## src/rtl/alu_ctrl_pkg.sv

```systemverilog
// Shared ALU control encodings: ALUOp classes, ALU operations, load and branch types.
// Also consumed by the ALU and branch unit, so the values here are architectural.
package alu_ctrl_pkg;

  typedef enum logic [1:0] {
    ALUOP_MEM    = 2'b00,
    ALUOP_BRANCH = 2'b01,
    ALUOP_ARITH  = 2'b10,
    ALUOP_JUMP   = 2'b11
  } aluop_e;

  typedef enum logic [3:0] {
    OP_AND  = 4'b0000,
    OP_OR   = 4'b0001,
    OP_ADD  = 4'b0010,
    OP_SLL  = 4'b0011,
    OP_SRA  = 4'b0100,
    OP_SRL  = 4'b0101,
    OP_SUB  = 4'b0110,
    OP_XOR  = 4'b0111,
    OP_SLT  = 4'b1000,
    OP_SLTU = 4'b1001,
    OP_BGE  = 4'b1010,
    OP_BGEU = 4'b1011,
    OP_BLT  = 4'b1100,
    OP_BLTU = 4'b1101
  } operation_e;

  typedef enum logic [2:0] {
    LD_NONE = 3'b000,
    LD_LH   = 3'b001,
    LD_LW   = 3'b010,
    LD_LBU  = 3'b100,
    LD_LHU  = 3'b101,
    LD_LB   = 3'b111
  } load_e;

  typedef enum logic [2:0] {
    BR_NONE = 3'b000,
    BR_BNE  = 3'b001,
    BR_BEQ  = 3'b010,
    BR_BLT  = 3'b100,
    BR_BGE  = 3'b101,
    BR_BLTU = 3'b110,
    BR_BGEU = 3'b111
  } branch_e;

  localparam logic [6:0] F7_ALT  = 7'b0100000;
  localparam logic [6:0] F7_MEXT = 7'b0000001;

endpackage

```

## src/rtl/alu_ctrl_stage_decode.sv

```systemverilog
// Purely combinational ALU control decode from ALUOp/Funct7/Funct3.
// Every unlisted combination falls through to AND with zero load/branch types.
module alu_decode
  import alu_ctrl_pkg::*;
#(
  parameter int unsigned M_EXT = 1
) (
  input  logic [1:0] alu_op,
  input  logic [6:0] funct7,
  input  logic [2:0] funct3,
  output operation_e operation,
  output load_e      load_type,
  output branch_e    branch_type,
  output logic       muldiv_en,
  output logic [2:0] muldiv_op
);

  always_comb begin
    operation   = OP_AND;
    load_type   = LD_NONE;
    branch_type = BR_NONE;
    muldiv_en   = 1'b0;
    muldiv_op   = '0;
    case (aluop_e'(alu_op))
      ALUOP_MEM: begin
        operation = OP_ADD;
        case (funct3)
          3'b000:  load_type = LD_LB;
          3'b001:  load_type = LD_LH;
          3'b010:  load_type = LD_LW;
          3'b100:  load_type = LD_LBU;
          3'b101:  load_type = LD_LHU;
          default: load_type = LD_NONE;
        endcase
      end
      ALUOP_BRANCH: begin
        case (funct3)
          3'b000:  begin operation = OP_SUB;  branch_type = BR_BEQ;  end
          3'b001:  begin operation = OP_SUB;  branch_type = BR_BNE;  end
          3'b100:  begin operation = OP_BLT;  branch_type = BR_BLT;  end
          3'b101:  begin operation = OP_BGE;  branch_type = BR_BGE;  end
          3'b110:  begin operation = OP_BLTU; branch_type = BR_BLTU; end
          3'b111:  begin operation = OP_BGEU; branch_type = BR_BGEU; end
          default: ;
        endcase
      end
      ALUOP_ARITH: begin
        if (M_EXT != 0 && funct7 == F7_MEXT) begin
          muldiv_en = 1'b1;
          muldiv_op = funct3;
        end else begin
          case (funct3)
            3'b000:  operation = (funct7 == F7_ALT) ? OP_SUB : OP_ADD;
            3'b001:  operation = OP_SLL;
            3'b010:  operation = OP_SLT;
            3'b011:  operation = OP_SLTU;
            3'b100:  operation = OP_XOR;
            3'b101:  operation = (funct7 == F7_ALT) ? OP_SRA : OP_SRL;
            3'b110:  operation = OP_OR;
            3'b111:  operation = OP_AND;
            default: operation = OP_AND;
          endcase
        end
      end
      ALUOP_JUMP: operation = OP_ADD;
      default: ;
    endcase
  end

endmodule

```

## src/rtl/alu_ctrl_stage.sv

```systemverilog
// ALU control pipeline stage: valid/ready handshake, registered decode, and a
// down-counter that holds off out_valid for multi-cycle MUL/DIV operations.
module alu_ctrl_stage
  import alu_ctrl_pkg::*;
#(
  parameter int unsigned M_EXT   = 1,
  parameter int unsigned MUL_LAT = 3,
  parameter int unsigned DIV_LAT = 8
) (
  input  logic       clk,
  input  logic       reset,
  input  logic       flush,
  input  logic       in_valid,
  output logic       in_ready,
  input  logic [1:0] ALUOp,
  input  logic [6:0] Funct7,
  input  logic [2:0] Funct3,
  output logic       out_valid,
  input  logic       out_ready,
  output logic [3:0] Operation,
  output logic [2:0] Load_Type,
  output logic [2:0] Branch_Type,
  output logic       MulDiv_En,
  output logic [2:0] MulDiv_Op,
  output logic       Busy
);

  localparam int unsigned MAX_LAT = (MUL_LAT > DIV_LAT) ? MUL_LAT : DIV_LAT;
  localparam int unsigned CNT_W   = $clog2(MAX_LAT + 1);
  localparam logic [CNT_W-1:0] MUL_M1 = CNT_W'(MUL_LAT - 1);
  localparam logic [CNT_W-1:0] DIV_M1 = CNT_W'(DIV_LAT - 1);

  operation_e       dec_operation;
  load_e            dec_load_type;
  branch_e          dec_branch_type;
  logic             dec_muldiv_en;
  logic [2:0]       dec_muldiv_op;
  logic             accept;
  logic             multi;
  logic [CNT_W-1:0] lat_m1;
  logic [CNT_W-1:0] cnt;

  alu_decode #(.M_EXT(M_EXT)) u_decode (
    .alu_op      (ALUOp),
    .funct7      (Funct7),
    .funct3      (Funct3),
    .operation   (dec_operation),
    .load_type   (dec_load_type),
    .branch_type (dec_branch_type),
    .muldiv_en   (dec_muldiv_en),
    .muldiv_op   (dec_muldiv_op)
  );

  // A latency of 1 collapses to the single-cycle path, so Busy never rises for it.
  always_comb begin
    in_ready = (!out_valid || out_ready) && !Busy && !flush && !reset;
    accept   = in_valid && in_ready;
    lat_m1   = '0;
    if (dec_muldiv_en) lat_m1 = Funct3[2] ? DIV_M1 : MUL_M1;
    multi    = dec_muldiv_en && (lat_m1 != '0);
  end

  always_ff @(posedge clk) begin
    if (reset) begin
      out_valid   <= 1'b0;
      Busy        <= 1'b0;
      cnt         <= '0;
      Operation   <= '0;
      Load_Type   <= '0;
      Branch_Type <= '0;
      MulDiv_En   <= 1'b0;
      MulDiv_Op   <= '0;
    end else if (flush) begin
      out_valid <= 1'b0;
      Busy      <= 1'b0;
      cnt       <= '0;
    end else if (accept) begin
      Operation   <= dec_operation;
      Load_Type   <= dec_load_type;
      Branch_Type <= dec_branch_type;
      MulDiv_En   <= dec_muldiv_en;
      MulDiv_Op   <= dec_muldiv_op;
      if (multi) begin
        out_valid <= 1'b0;
        Busy      <= 1'b1;
        cnt       <= lat_m1;
      end else begin
        out_valid <= 1'b1;
      end
    end else if (Busy) begin
      if (cnt == '0) begin
        Busy      <= 1'b0;
        out_valid <= 1'b1;
      end else begin
        cnt <= cnt - 1'b1;
      end
    end else if (out_ready) begin
      out_valid <= 1'b0;
    end
  end

endmodule

```

## config.mk

```make
export PLATFORM = sky130hd
export DESIGN_NAME = alu_ctrl_stage
export DESIGN_NICKNAME = d
export VERILOG_FILES = /design/src/rtl/alu_ctrl_pkg.sv /design/src/rtl/alu_ctrl_stage_decode.sv /design/src/rtl/alu_ctrl_stage.sv
export SDC_FILE = /design/constraint.sdc
export NUM_CORES = 1
export LEC_CHECK = 0
export ABC_AREA = 1
export BUFFER_PORTS_ARGS = -buffer_cell sky130_fd_sc_hd__buf_2
export CORE_ASPECT_RATIO = 1.5
export CORE_UTILIZATION = 51
export DETAILED_ROUTE_END_ITERATION = 7
export PLACE_DENSITY = 0.85
export SLEW_MARGIN = 15
export SYNTH_ARGS = -nofsm -noshare
export SYNTH_HDL_FRONTEND = slang
export SYNTH_HIERARCHICAL = 1
export SYNTH_SLANG_ARGS = --single-unit
```

## constraint.sdc

```tcl
create_clock -name clk -period 1.5 [get_ports clk]
set_input_delay 0.225 -clock clk [delete_from_list [all_inputs] [get_ports clk]]
set_output_delay 0.225 -clock clk [all_outputs]
set_load 0.005 [all_outputs]
```

Word-level counts from Yosys, hierarchy flattened
Cells that the tools add are included.

storage, ports and cells
  logic and storage cells = 76
  output and inout bits = 17
  input bits = 17
  bits in read-only memories = 0
  bits in registers = 20
  bits in writable memories = 0
  memories = 0
  latch bits = 0

operators by class
  equal/unequal tests = 15
  bitwise operators = 1
  shift-type cells = 0
  $lt $le $gt $ge = 0
  add/subtract/negate cells = 1
  reductions and logical operators = 22
  div/mod/pow operators = 0
  multiply operators = 0
  mux-type cells = 29

operators with widths
  cell                 number
  $pmux 4 s8           1
  $mux 3               7
  $mux 4               5
  $pmux 4 s5           1
  $pmux 3 s6           1
  $pmux 3 s5           1
  $eq 3x3->1 const B   4
  $mux 1               12
  $pmux 4 s3           1
  $eq 7x1->1 const B   1
  $eq 7x6->1 const B   1
  $eq 3x2->1 const B   2
  $reduce_or 2->1      3
  $logic_and 1x1->1    5
  $eq 2x2->1 const B   2
  $logic_not 1->1      4
  $logic_not 4->1      1
  $reduce_and 2->1     2
  $reduce_bool 4->1    1
  $sub 4x1->4 const B  1
  $eq 3x1->1 const B   1
  $logic_not 3->1      1
  $ne 3x1->1 const B   1
  $reduce_and 3->1     1
  8 further kinds      8

Depth between registers and ports, before layout
Gate-level depths: netlist of the first run.

  depth in word-level cells = 8
  depth in mapped cells = 11

Modules after synthesis
The synthesis of the first run kept the hierarchy.

modules (own cells, without submodules)
  module          sequential area each (um2)  cells an instance  area each (um2)  instances
  alu_ctrl_stage  400.4                       123                867.1            1
  alu_decode      0.0                         70                 327.8            1

Least setup slack after synthesis of the first run
OpenSTA, ideal clock, no wires.

  kind = reg2reg
  from = reg cnt[0]
  to = reg cnt[1]
  slack = 198 ps
  arrival = 1228 ps
  stages on the path, launching flop included = 9
  period minus slack after synthesis = 1302 ps
  data required time = 1426 ps
  library setup time = 74 ps
  path through = dfxtp_1 > inv_1 > ha_1 > inv_1 > nor2_1 > nand2_1 > nand2_1 > or2_2 > a31oi_1

on the way
  word-level cells in the longest chain between the ends = 4
  elaborated cells between the ends (all ways) = 7
  those cells by class = 1 x add/sub; 1 x eq/ne; 3 x mux; 2 x reduce/logical

RTL lines
  element                 RTL line              text
  start, declared         alu_ctrl_stage.sv:41  logic [CNT_W-1:0] cnt;
  start signal, assigned  alu_ctrl_stage.sv:86  cnt <= lat_m1;
  start signal, assigned  alu_ctrl_stage.sv:95  cnt <= cnt - 1'b1;
  $sub 4x1->4             alu_ctrl_stage.sv:95
  $mux 4                  alu_ctrl_stage.sv:91  if (cnt == '0) begin
  $mux 4                  alu_ctrl_stage.sv:90  end else if (Busy) begin
  $mux 4                  alu_ctrl_stage.sv:77  end else if (accept) begin

Several ways; a longest one is shown, not always the timed one. The select of a mux whose other input is x is not followed.
A chain may end at the register's enable or synchronous reset.

Final worst setup path of the first run
  from = reg cnt[1]
  to = reg cnt[1]

Same word-level chain as after synthesis.

==> results of run 1 <==
-- how the worst max path moves through the flow --
| stage | start | to |
|---|---|---|
| 3_5_place_dp | ALUOp[0] | cnt[2] |
| 2_1_floorplan | cnt[0] | cnt[1] |
| 3_3_place_gp | ALUOp[0] | cnt[2] |
| 5_1_grt | cnt[0] | cnt[1] |
| 4_1_cts | cnt[0] | cnt[1] |
| 6_report | cnt[1] | cnt[1] |
-- worst max-delay path, delay by kind of cell, from the launching register on --
family | cells | cell delay (ns)
flip-flops | 1 | 0.38
AO/OA/AOI/OAI | 1 | 0.12
buffers and inverters | 2 | 0.12
AND/OR/NAND/NOR | 4 | 0.51
adder cells (fa/ha/maj) | 1 | 0.19
-- through the flow --
step	utilization [%]	setup WS [ns]	area [um2]	cells
2_1_floorplan	-	0.198	1190	193
3_3_place_gp	61.8	0.0684	1380	248
3_5_place_dp	61.8	0.0242	1380	248
4_1_cts	64.1	0.0406	1430	252
5_1_grt	64.6	0.0205	1440	252
6_report	64.6	0.122	1440	252
-- power breakdown --
| part | total (mW) | internal, mW | switching [mW] | leakage [nW] |
|---|---|---|---|---|
| Combinational | 0.139 | 0.0528 | 0.0864 | 0.551 |
| Sequential | 0.539 | 0.536 | 0.00268 | 0.162 |
| Clock | 0.441 | 0.271 | 0.171 | 0.0279 |
-- metal layers --
layer	up-vias	GRT usage (%)	routed length (um)	part of all wire, %
met5	-	0	0	0
met4	0	11.1	59	2.4
met3	5	1.76	58	2.4
met2	27	43.3	1330	54
met1	591	21.6	1000	41
li1	672	-	-	-
-- cells by family (layout without fill, tap and decap cells) --
family / Yosys count / after routing / synth area share, %
adders and majority gates: 4 / 4 / 4.19
buffers and inverters: 35 / 71 / 12.4
AOI/OAI and AO/OA: 26 / 26 / 11.5
DFF: 20 / 20 / 33.5
and+or+nand+nor: 108 / 108 / 38.4
-- area by class of cell --
class | count | area (um2)
Timing Repair Buffer | 36 | 188
Sequential cell | 20 | 402
Inverter | 31 | 116
Clock buffer | 3 | 22.5
Fill cell | 220 | 791
Multi-Input combinational cell | 138 | 656
Tap cell | 23 | 28.8
Clock inverter | 1 | 30.0
-- flip-flops by register name (all words and copies together) (netlist names) --
register,flops
Branch_Type,3
Load_Type,3
cnt,4
Busy,1
Operation,4
MulDiv_Op,3
out_valid,1
MulDiv_En,1
-- cells in the final DEF, fill, tap and decap left out --
| cell | n |
|---|---|
| o21ai_2 | 1 |
| a211oi_1 | 1 |
| nand4_1 | 1 |
| clkbuf_4 | 3 |
| or2_2 | 1 |
| bufinv_16 | 1 |
| o21ai_0 | 5 |
| nor2_1 | 28 |
| inv_2 | 3 |
| nor2_4 | 1 |
| nor3_2 | 1 |
| buf_4 | 3 |
| nand2_2 | 2 |
| a31oi_2 | 1 |
| ha_1 | 4 |
| buf_2 | 33 |
| a21oi_1 | 18 |
| nor2_2 | 2 |
| nor3_1 | 1 |
| dfxtp_2 | 1 |
| nand2_1 | 63 |
| nand4_4 | 1 |
| dfxtp_1 | 19 |
| nand3_1 | 7 |
| inv_1 | 28 |
==> results.ini, run 1 <==
[cts]
root_buffer=clkbuf_4
cts_max_path_buffers=2
cts.sinks=20
postCtsSetupBuffers=0
clock_latency_ns=0.31
hold_buffers=0
path_clk_slew_ns=0.11
cts_htree_levels=1
cts_tree=done
cts_inserted_buffers=3
cts.repair.resized=0

[yosys]
ys_types=23
syn_inst=193
syn_area_per_cell_um2=6.19
ys_warn_count=6
synth_common_cells=nand2_1, inv_1, nor2_1
synth-seq-area-share_pct=33.5
synth_nets=214
synth.most_common_cell=nand2_1
async_reset_ff_share_pct=0
netlist_area_mm2=0.00119
synth_seq_cells=20
synth_top_area_share_pct=33.5
synthTopCellsByArea=dfxtp_1, nand2_1, inv_1
ys.flop_type=dfxtp_1
synth_edf_count=0
synth_area_leader_cell=dfxtp_1

[setup_path]
critPathCaptureType=register
crit_top_cell=inv_1
r2r_end=cnt[1]
arrival_ns=1.63
crit_path_start_kind=register
crit_path_max_fanout=8
r2r-start=cnt[1]
required_ns=1.75
max_stage_delay_ns=0.38
slowest_stage=dfxtp_1
reg2regPathDepth=8
rrSetupSlack_ns=0.12
crit_chain=inv_1, ha_1, inv_1, nor2_1, nand2_1, nand2_2, or2_2, a31oi_2
path_class=reg2reg

[status]
status=complete, no violations

[min_path]
min_path_cells=4
hold_class=in2reg
worstHoldStart=flush
hold-path-endpoint=out_valid

[floorplanning]
initial_core_util_pct=53.5
pin_count=34
die_h_um=61.3
die-area_mm2=0.00254
rows=21
die_x_um=41.5
core-area_mm2=0.00223

[global_routing]
grt_usage_pct=21.3
grt_max_degree=16
grt_pass1_wl_um=4260
grt_pass1_vias=1141
grt-ovfl-total=0
antenna_found_initial=0

[timing]
fin_crit_sh_pct=91.9
clock_skew_ns=0.00131
holdWs_ns=0.189
fin_crit_ns=1.38
max_freq_mhz=725
drv_slew=0
worstMarginPinSlew_ns=0.269
grt_setup_unrepaired=false
finalHoldViolCount=0
finalSetupViolations=0
finalSetupTns_ns=0
slew-limit-headroom_pct=82.0

[drt]
routed-via-count=1295
drtAntennaViolNets=0
post_drt_wl_per_cell_um=9.70
drc=0
drtIter0Drc=14
wl_um=2450
dr.pass1.iters=4
viasPerCell=5.14

[layout]
num_antenna_cells=0
syn2layout_area_growth_pct=20.7
layout-drive-gt1-share_pct=23.6
nets=251

[power]
p_leak_nw=0.741
power_mw=1.12
powerDensity_mw_per_mm2=776
vdd_ir_drop_max_mv=0.468

[place]
dp_hpwl_um=1990
globalplace.congestion=0.854
port_buffers=33

[run]
drv_cap=0

Power figures use the tool's default switching activity.
==> inputs of run 2 (changes only) <==
PLACE_DENSITY = not set   (was 0.85)
PLACE_DENSITY_LB_ADDON = 0.15   (was not set)
==> run 2 against run 1 <==
Routed wire length rose by 6.7%. Worst setup slack got worse by 0.0043 ns. First-iteration DRC count rose by 100%. Design area fell by 0.43%. Fmax fell by 0.31%. Sequential power barely moved. Register-to-register slack barely moved. Combinational power barely moved. Die area did not move. Clock power barely moved. Non-clock buffer count did not move. Largest power group unchanged.
==> results.ini, run 2 (synthesis results as in run 1) <==
[status]
status=complete, no violations

[timing]
finalHoldViolCount=0
worstMarginPinSlew_ns=0.255
grt_setup_unrepaired=false
fin_crit_ns=1.38
finalSetupViolations=0
max_freq_mhz=723
clock_skew_ns=0.00478
drv_slew=0
slew-limit-headroom_pct=83.0
finalSetupTns_ns=0
fin_crit_sh_pct=92.2

[power]
vdd_ir_drop_max_mv=0.625
powerDensity_mw_per_mm2=782
p_leak_nw=0.741

[setup_path]
crit_path_max_fanout=8
critPathCaptureType=register
required_ns=1.75
slowest_stage=dfxtp_1
crit_chain=inv_1, ha_1, inv_1, nor2_1, nand2_1, nand2_2, or2_2, a31oi_1
crit_path_start_kind=register
max_stage_delay_ns=0.38
arrival_ns=1.63
critical_path.top_delay_family=simple AND/OR/NAND/NOR gates
crit_top_cell=inv_1
path_class=reg2reg
cp.buffers_inverters=2

[run]
drv_cap=0

[drt]
wl_um=2610
drc=0
drtAntennaViolNets=0
routed-via-count=1248
viasPerCell=4.95
drtIter0Drc=28
post_drt_wl_per_cell_um=10.4
dr.pass1.iters=4

[floorplanning]
core-area_mm2=0.00223
die_h_um=61.3
die_x_um=41.5
rows=21
pin_count=34
initial_core_util_pct=53.5
die-area_mm2=0.00254

[cts]
cts.sinks=20
clock_latency_ns=0.31
postCtsSetupBuffers=0
path_clk_slew_ns=0.12
cts_max_path_buffers=2
cts.repair.resized=0
cts_tree=done
root_buffer=clkbuf_4
hold_buffers=0
cts_inserted_buffers=3
cts_htree_levels=1

[global_routing]
grt_pass1_vias=1177
grt_pass1_wl_um=4500
grt_max_degree=16
grt_usage_pct=23.0
grt-ovfl-total=0
antenna_found_initial=0

[min_path]
hold_class=in2reg

[place]
post_dp_cell_area_mm2=0.00138
port_buffers=33
globalplace.congestion=0.855
dp_hpwl_um=2120

[layout]
final_common_cell=nand2_1
num_antenna_cells=0
mostFrequentLayoutCells=nand2_1, buf_2, inv_1, nor2_1, dfxtp_1
final_cell_area_mm2=0.00144
syn2layout_area_growth_pct=20.2
reg_top3=Operation: 4 flops, cnt: 4 flops
layout-drive-gt1-share_pct=23.1
nets=251

run 2: cell counts in the layout (fill, tap and decap cells not counted):
Identical to the previous run, type by type.
run 2: layer usage:
layer	wire length (um)	track usage [%]	share of wire [%]
met1	1020	21.5	39
met2	1460	46.9	56
met3	81	4.11	3.1
met4	47	12.4	1.8
met5	0	0	0
run 2: worst min-delay path: stages:
cell and delay, ns:
buf_2 0.10, nor2_4 0.06, nand2_1 0.06, nor2_1 0.03
run 2: where the power goes:
| part | switching [mW] | internal (mW) | leakage [nW] |
|---|---|---|---|
| Combinational | 0.0877 | 0.0527 | 0.551 |
| Sequential | 0.00285 | 0.536 | 0.162 |
| Clock | 0.174 | 0.270 | 0.0279 |
| Total | 0.264 | 0.859 | 0.741 |
run 2: worst paths after layout:
check,from,end,slack [ns],cells past startpoint
worst min-delay path,flush,out_valid,0.20,4
worst max register to register,cnt[1],cnt[1],0.12,8
worst max-delay path,cnt[1],cnt[1],0.12,8
worst min register to register,MulDiv_Op[1],MulDiv_Op[1],0.47,2
run 2: per-stage QoR:
step           total power [mW]  instances  hold WS [ns]  utilization [%]  setup WS [ns]
6_report                   1.12        252         0.196             64.3          0.117
5_1_grt                    1.18        252         0.190             64.3         0.0157
4_1_cts                    1.13        252         0.190             64.1         0.0318
3_5_place_dp              0.691        248         0.454             61.8         0.0181
3_3_place_gp              0.688        248         0.452             61.8         0.0237
2_1_floorplan             0.639        193         0.294                -          0.198
run 2: area by class of cell:
cell class,instances,area [um2]
Fill cell,223,797
Multi-Input combinational cell,138,649
Sequential cell,20,402
Timing Repair Buffer,36,188
Inverter,31,116
Clock inverter,1,30.0
Tap cell,23,28.8
Clock buffer,3,22.5
==> inputs of run 3 (changes only) <==
REMOVE_ABC_BUFFERS = 1   (was not set)
SETUP_SLACK_MARGIN = 0.4   (was not set)
==> run 3 against run 2 <==
Utilization up 20 points. Worst hold slack better by 0.033 ns. Total power down 12%.
==> results.ini, run 3 (synthesis results as in run 1) <==
[status]
status=complete, no violations

[cts]
path_clk_slew_ns=0.11
cts_tree=done
root_buffer=clkbuf_4
cts_max_path_buffers=2
cts_htree_levels=1
cts_inserted_buffers=3
clock_latency_ns=0.29
cts.sinks=20
hold_buffers=0

[run]
drv_cap=0

[min_path]
hold-path-endpoint=out_valid
worstHoldStart=flush
min_path_cells=4
hold_class=in2reg

[setup_path]
max_stage_delay_ns=0.36
crit_path_start_kind=register
critPathCaptureType=register
reg2regPathDepth=8
slowest_stage=dfxtp_2
required_ns=1.72
critical_path.top_delay_family=simple AND/OR/NAND/NOR gates
crit_chain=inv_2, ha_4, inv_2, nor2_4, nand2_2, nand2_4, or2_4, a31oi_1
crit_top_cell=inv_2
r2r_end=cnt[1]
cp.buffers_inverters=2
r2r-start=cnt[0]
path_class=reg2reg
crit_path_max_fanout=8
rrSetupSlack_ns=0.22
arrival_ns=1.51

[layout]
final_common_cell=nand2_1
instances_no_fill=271
final_cell_area_mm2=0.00188
num-fill-cells=145
num_antenna_cells=0
reg_top3=Operation: 4 flops, cnt: 4 flops
nets=271
syn2layout_area_growth_pct=57.3
post-route-util_pct=84.1
layout-drive-gt1-share_pct=53.2
mostFrequentLayoutCells=nand2_1, buf_2, nor2_1

[floorplanning]
die_h_um=61.3
die_x_um=41.5
pin_count=34
rows=21
initial_core_util_pct=53.5
core-area_mm2=0.00223
die-area_mm2=0.00254

[drt]
viasPerCell=5.37
post_drt_wl_per_cell_um=13.7
drc=0
routed-via-count=1455
wl_um=3720
drtAntennaViolNets=0
drtIter0Drc=51
dr.pass1.iters=4

[timing]
fin_crit_sh_pct=85.5
slew-limit-headroom_pct=83.0
fin_crit_ns=1.28
clock_skew_ns=0.00276
holdWs_ns=0.229
grt_setup_unrepaired=true
max_freq_mhz=780
drv_slew=0
finalSetupTns_ns=0
finalSetupViolations=0
finalHoldViolCount=0
setup_ws_ns=0.217
worstMarginPinSlew_ns=0.253

[place]
place_ws_ns=-0.0402
port_buffers=33
post_dp_cell_area_mm2=0.00138
post-place-cells=248
globalplace.congestion=0.864
dp_hpwl_um=2210

[power]
powerDensity_mw_per_mm2=526
vdd_ir_drop_max_mv=0.521
p_leak_nw=0.917
power_uw=989

[global_routing]
grt_usage_pct=26.5
grt_max_degree=15
antenna_found_initial=0
grt-ovfl-total=0
grt_pass1_wl_um=5270
grt_pass1_vias=1368

==> run 3: cell types whose count changed in the layout (fill, tap and decap cells not counted), moves of 10 or more <==
cell / delta
nand2_1: -24
buf_4: +12
a21oi_1: -16
nand2_4: +14
a21oi_2: +16
nand2_2: +10
==> run 3: area by class of cell <==
type / count / area, um2 / area share, %
clock buffers: 3 / 22.5 / 1.20
inverters: 31 / 126 / 6.72
multi-input cells: 139 / 916 / 48.7
flip-flops and latches: 20 / 410 / 21.8
well taps: 23 / 28.8 / 1.53
repair buffers: 54 / 367 / 19.5
repair inverters: 1 / 8.76 / 0.466
==> run 3: metal layers <==
| metal | vias up | global-route usage [%] | wire length, um |
|---|---|---|---|
| met2 | 52 | 54.2 | 2040 |
| met4 | 0 | 17.5 | 165 |
| met1 | 679 | 24.2 | 1400 |
| met5 | - | 0 | 0 |
| met3 | 17 | 3.23 | 117 |
| li1 | 707 | - | - |
==> run 3: where the power goes <==
part           leakage, nW  switching [mW]  internal (mW)  total (mW)
combinational        0.739           0.123         0.0750       0.198
clock               0.0138           0.159         0.0934       0.253
sequential           0.164         0.00512          0.533       0.538
==> run 3: worst reg2reg max path: cells and delay by family, from the launching register on <==
| kind | cells | cell delay (ns) |
|---|---|---|
| buf+inv | 2 | 0.11 |
| flops | 1 | 0.36 |
| fa+ha+maj | 1 | 0.16 |
| compound gates | 1 | 0.11 |
| simple gates | 4 | 0.48 |
==> run 3: what timing repair did <==
| item | CTS | global route |
|---|---|---|
| pin swaps | 11 | 21 |
| setup buffers | 11 | 7 |
| gates resized for setup | 31 | 69 |
| endpoints found under the setup margin | 20 | 23 |
| endpoints found under the hold margin | 0 | 0 |
| gates cloned | 2 | 0 |
==> run 3: worst max-delay path by stage <==
stage | cells after the start | startpoint | to
finish | 8 | cnt[0] | cnt[1]
global route | 8 | cnt[0] | cnt[1]
CTS | 8 | cnt[1] | cnt[1]
detailed placement | 10 | ALUOp[0] | cnt[2]
global placement | 10 | ALUOp[0] | cnt[2]
floorplan | 8 | cnt[0] | cnt[1]
